==> src/rtl/rtc_bus_arbiter.sv <==
`timescale 1ns/1ps
// rtc_bus_arbiter: grants the shared RTC bus to the ini/esc/lec engines, schedules periodic reads, drives the bus pins
module rtc_bus_arbiter #(
  parameter int READ_PERIOD = 1000,
  parameter int TIMEOUT     = 255,
  parameter int GAP_CYCLES  = 1
) (
  input  logic       i_clk,
  input  logic       i_rst,
  input  logic       i_req_ini,
  input  logic       i_req_esc,
  input  logic       i_req_lec,
  input  logic       i_done_ini,
  input  logic       i_done_esc,
  input  logic       i_done_lec,
  input  logic       i_ad_ini,
  input  logic       i_cs_ini,
  input  logic       i_rd_ini,
  input  logic       i_wr_ini,
  input  logic       i_dir_dat_ini,
  input  logic [7:0] i_direccion_ini,
  input  logic       i_ad_esc,
  input  logic       i_cs_esc,
  input  logic       i_rd_esc,
  input  logic       i_wr_esc,
  input  logic       i_dir_dat_esc,
  input  logic [7:0] i_direccion_esc,
  input  logic       i_ad_lec,
  input  logic       i_cs_lec,
  input  logic       i_rd_lec,
  input  logic       i_wr_lec,
  input  logic       i_dir_dat_lec,
  input  logic [7:0] i_direccion_lec,
  output logic       o_en_ini,
  output logic       o_en_esc,
  output logic       o_en_lec,
  output logic       o_ad,
  output logic       o_cs,
  output logic       o_rd,
  output logic       o_wr,
  output logic       o_dir_dat,
  output logic [7:0] o_direccion,
  output logic       o_busy,
  output logic       o_init_ok,
  output logic       o_err_timeout
);
  localparam int PW = $clog2(READ_PERIOD + 1);
  localparam int TW = $clog2(TIMEOUT + 1);
  localparam int GW = $clog2(GAP_CYCLES + 1);
  typedef enum logic [2:0] {IDLE, G_INI, G_ESC, G_LEC, GAP} state_t;
  state_t r_state, w_pick, w_next;
  logic [PW-1:0] r_per_cnt;
  logic [TW-1:0] r_to_cnt;
  logic [GW-1:0] r_gap_cnt;
  logic r_ini_pend, r_lec_pend, r_init_ok, r_err_timeout;
  logic w_wrap, w_grant, w_done, w_timeout;
  assign w_wrap    = r_per_cnt == PW'(READ_PERIOD - 1);
  assign w_grant   = o_en_ini | o_en_esc | o_en_lec;
  assign w_done    = (o_en_ini & i_done_ini) | (o_en_esc & i_done_esc) | (o_en_lec & i_done_lec);
  assign w_timeout = w_grant & (r_to_cnt == TW'(TIMEOUT - 1));
  always_comb begin
    w_pick = (r_ini_pend | i_req_ini) ? G_INI :
             !r_init_ok               ? IDLE  :
             i_req_esc                ? G_ESC :
             (r_lec_pend | i_req_lec) ? G_LEC : IDLE;
    w_next = r_state == IDLE ? w_pick :
             r_state == GAP  ? (r_gap_cnt == GW'(GAP_CYCLES - 1) ? w_pick : GAP) :
             (w_done | w_timeout) ? GAP : r_state;
  end
  always_ff @(posedge i_clk) begin
    if (i_rst) begin
      r_state       <= IDLE;
      r_per_cnt     <= '0;
      r_to_cnt      <= '0;
      r_gap_cnt     <= '0;
      r_ini_pend    <= 1'b1;
      r_lec_pend    <= 1'b0;
      r_init_ok     <= 1'b0;
      r_err_timeout <= 1'b0;
    end else begin
      r_state       <= w_next;
      r_per_cnt     <= w_wrap ? '0 : r_per_cnt + 1'b1;
      r_to_cnt      <= (w_next != r_state) ? '0 : r_to_cnt + 1'b1;
      r_gap_cnt     <= (w_next != r_state) ? '0 : r_gap_cnt + 1'b1;
      r_ini_pend    <= r_ini_pend & !(w_next == G_INI && r_state != G_INI);
      r_lec_pend    <= w_wrap | (r_lec_pend & !(w_next == G_LEC && r_state != G_LEC));
      r_init_ok     <= r_init_ok | (o_en_ini & i_done_ini);
      r_err_timeout <= r_err_timeout | (w_timeout & !w_done);
    end
  end
  assign o_en_ini      = r_state == G_INI;
  assign o_en_esc      = r_state == G_ESC;
  assign o_en_lec      = r_state == G_LEC;
  assign o_busy        = w_grant;
  assign o_init_ok     = r_init_ok;
  assign o_err_timeout = r_err_timeout;
  assign o_ad        = o_en_ini ? i_ad_ini        : o_en_esc ? i_ad_esc        : o_en_lec ? i_ad_lec        : 1'b1;
  assign o_cs        = o_en_ini ? i_cs_ini        : o_en_esc ? i_cs_esc        : o_en_lec ? i_cs_lec        : 1'b1;
  assign o_rd        = o_en_ini ? i_rd_ini        : o_en_esc ? i_rd_esc        : o_en_lec ? i_rd_lec        : 1'b1;
  assign o_wr        = o_en_ini ? i_wr_ini        : o_en_esc ? i_wr_esc        : o_en_lec ? i_wr_lec        : 1'b1;
  assign o_dir_dat   = o_en_ini ? i_dir_dat_ini   : o_en_esc ? i_dir_dat_esc   : o_en_lec ? i_dir_dat_lec   : 1'b0;
  assign o_direccion = o_en_ini ? i_direccion_ini : o_en_esc ? i_direccion_esc : o_en_lec ? i_direccion_lec : 8'h00;
endmodule
==> config.mk <==
export PLATFORM = sky130hd
export DESIGN_NAME = rtc_bus_arbiter
export DESIGN_NICKNAME = d
export VERILOG_FILES = /design/src/rtl/rtc_bus_arbiter.sv
export SDC_FILE = /design/constraint.sdc
export NUM_CORES = 1
export LEC_CHECK = 0
export BUFFER_PORTS_ARGS = -buffer_cell sky130_fd_sc_hd__buf_2
export CAP_MARGIN = 0
export CORE_AREA = 2 2 75 55
export CTS_BUF_LIST = sky130_fd_sc_hd__clkbuf_2
export DETAILED_ROUTE_END_ITERATION = 8
export DIE_AREA = 0 0 77 57
export PLACE_DENSITY = 0.76
export REMOVE_ABC_BUFFERS = 1
export SLEW_MARGIN = 20
export SYNTH_ARGS = -nofsm -noshare
export SYNTH_HDL_FRONTEND = slang
export SYNTH_SLANG_ARGS = --single-unit
export TNS_END_PERCENT = 5
==> constraint.sdc <==
create_clock -name i_clk -period 1.55 [get_ports i_clk]
set_input_delay 0.2325 -clock i_clk [delete_from_list [all_inputs] [get_ports i_clk]]
set_output_delay 0.2325 -clock i_clk [all_outputs]
set_load 0.01 [all_outputs]
==> run_results.csv <==
group,metric,value,unit
outcome,status,"finished, violations left",
outcome,violations,"setup timing",
clocking,cts.clk_slew.worst_paths,0.25,ns
place,place_inst,329,
power_and_ir_drop,peakVddDrop,0.000432,V
floorplanning,start_util,41.5,%
timing,hold_viol,0,
timing,drv_slew,0,
floorplanning,fp.dieH,57,µm
setup_path,cp-end-kind,"output pin",
floorplanning,fp.dieW,77,µm
timing,finalSetupViolations,25,
power_and_ir_drop,powerDensity,787,mW/mm²
global_routing,track_usage,18.4,%
global_routing,antenna_found_initial,0,
place,gp_congestion,0.815,
timing,whs,0.131,ns
place,dp_hpwl,2980,µm
synthesis,syn_area_per_cell,7.91,µm²
synthesis,yosys.area.top_type,"dfxtp_1",
cells_and_area,layout.cells.non_filler,337,
routing,ant_nets,0,
clocking,h-tree-depth,1,
cells_and_area,final_common_cell,"buf_2",
clocking,clockBufferDepth,2,
cells_and_area,diodes,0,
routing,wl,4130,µm
cells_and_area,most-common-layout-cells,"buf_2 (65), nor2_1 (40), dfxtp_1 (24)",
synthesis,yosysSeqAreaShare,33.4,%
floorplanning,core,0.00376,mm²
cells_and_area,final_net_count,336,
power_and_ir_drop,leakage,1.01,nW
timing,fmax,0.497,GHz
synthesis,synth.area.top_cells,"dfxtp_1 (33%), nor2_1 (9.9%), mux2i_1 (6.4%), nor3_2 (5.8%), a21oi_1 (5.1%)",
routing,drc_errors,0,
synthesis,syn_area,0.00156,mm²
cells_and_area,regArea,528,µm²
routing,drt-initial-drc-count,126,
setup_path,crit_type,"reg -> out",
routing,vias,1689,
timing,period_needed,2.01,ns
timing,setup_ws,-0.461,ns
worst_hold_path,hp-class,"in -> reg",
global_routing,grt_pass1_wl,6690,µm
global_routing,busiest_layer,"met2",
synthesis,yosys.cell_types.count,33,
timing,tightest_slew,0.296,ns
synthesis,netlist.area_leader.share,33.4,%
cells_and_area,multi_input_area,0.00104,mm²
synthesis,ys_warn_count,0,
timing,relSlewSlack,80.0,%
clocking,clock_latency,0.35,ns
global_routing,grt_overflow,0,
routing,viasPerCell,5.01,
place,portBuffers,65,
global_routing,grt_max_degree,16,
global_routing,met3_usage,3.96,%
place,place_ws,-0.177,ns
timing,clock_skew,0.0214,ns
clocking,numClockSinks,26,
setup_path,arrival,1.78,ns
global_routing,use_met2,31.5,%
cells_and_area,n_fill_cell,328,
setup_path,critPathMaxFanout,5,
clocking,cts_tree,"yes",
setup_path,cp.required,1.32,ns
routing,drtPass1Iterations,4,
synthesis,synthCells,197,
cells_and_area,drive_gt1_share,46.0,%
clocking,ctsHoldBuffers,0,
clocking,numCtsBuffers,3,
floorplanning,dieArea,0.00439,mm²
clocking,cts_root_buffer,"clkbuf_2",
global_routing,use_met1,24.8,%
global_routing,grt_pass1_vias,1524,
synthesis,ys_ff_latch,26,
floorplanning,ios,66,
timing,period_share,130,%
flow_run,maxCapViolations,0,
floorplanning,rows,19,
setup_path,cp-start-kind,"flip-flop",
routing,wl_per_cell,12.2,µm
timing,rsz0062_at_grt,"true",
cells_and_area,areaGrowthSynthToFinish,48.5,%
==> Yosys cell counts (all sizes together) <==
cell type / number
o311ai: 1
inv: 5
a21oi: 16
and3: 2
mux2: 4
nand2b: 7
buf: 7
clkinv: 1
and2: 1
nor2: 42
mux2i: 10
xnor2: 8
o21ai: 5
nand4: 4
or2: 1
nand3: 6
xor2: 6
ha: 3
nor3: 17
a211oi: 3
a31oi: 1
clkbuf: 5
o311a: 1
nor4: 2
nand2: 6
nor4b: 1
o22ai: 4
dfxtp: 26
or3: 2
==> power by group <==
part | internal (mW) | switching [mW] | leakage [nW]
Clock | 0.222 | 0.199 | 0.0266
Combinational | 0.343 | 0.325 | 0.770
Sequential | 0.704 | 0.0269 | 0.213
==> critical path, stage by stage, from the launching register on <==
cell and delay, ns:
dfxtp_4 0.42, buf_8 0.11, buf_12 0.11, mux2_2 0.32
o22ai_1 0.19, nand2b_1 0.12, buf_2 0.15
==> sequential cells by signal, summed over array words and instances (netlist names) <==
signal and count:
r_per_cnt 10, r_to_cnt 8, r_state 3, o_err_timeout 1
o_init_ok 1, r_gap_cnt 1, r_ini_pend 1, r_lec_pend 1
==> final cells by class <==
| class | instances | share of cell area [%] |
|---|---|---|
| clock buffers | 3 | 0.649 |
| inverters | 6 | 1.19 |
| well taps | 52 | 2.81 |
| flip-flops and latches | 26 | 22.8 |
| clock inverters | 1 | 1.30 |
| repair buffers | 96 | 26.3 |
| multi-input cells | 153 | 44.9 |
==> metrics by stage <==
step	power [mW]	cell area, µm²	setup TNS, ns	util [%]
4_1_cts	1.77	2220	-4.38	59.1
3_5_place_dp	1.30	2100	-1.41	56.0
6_report	1.82	2310	-4.18	61.6
3_3_place_gp	1.29	2100	-1.20	56.0
2_1_floorplan	1.03	1500	-9.60	-
5_1_grt	1.92	2310	-6.80	61.6
==> timing repair <==
item,CTS,global route
endpoints found under the setup margin,26,33
gates resized for setup,16,16
setup buffers,2,2
pin swaps,2,12
==> routing by layer <==
metal,vias to the layer above,routed length [µm]
li1,858,-
met1,789,1910
met2,38,2060
met3,4,137
met4,0,21
met5,-,0
==> cell families after synthesis <==
| kind of cell | Yosys count | synth area share [%] |
|---|---|---|
| AO/OA/AOI/OAI | 31 | 11.4 |
| XOR/XNOR | 14 | 7.87 |
| adder cells (fa/ha/maj) | 3 | 2.41 |
| buffers and inverters | 18 | 5.46 |
| flip-flops | 26 | 33.4 |
| multiplexers | 14 | 9.31 |
| AND/OR/NAND/NOR | 91 | 30.2 |
==> final timing paths <==
kind / start / endpoint / slack, ns / cells past startpoint
max reg2reg: r_state[0] / r_to_cnt[6] / -0.08 / 7
min reg2reg: r_per_cnt[0] / r_per_cnt[0] / 0.47 / 1
min: i_done_ini / o_init_ok / 0.13 / 3
max: r_state[0] / o_wr / -0.46 / 6
Note: power is estimated with default switching activity, not from simulation.
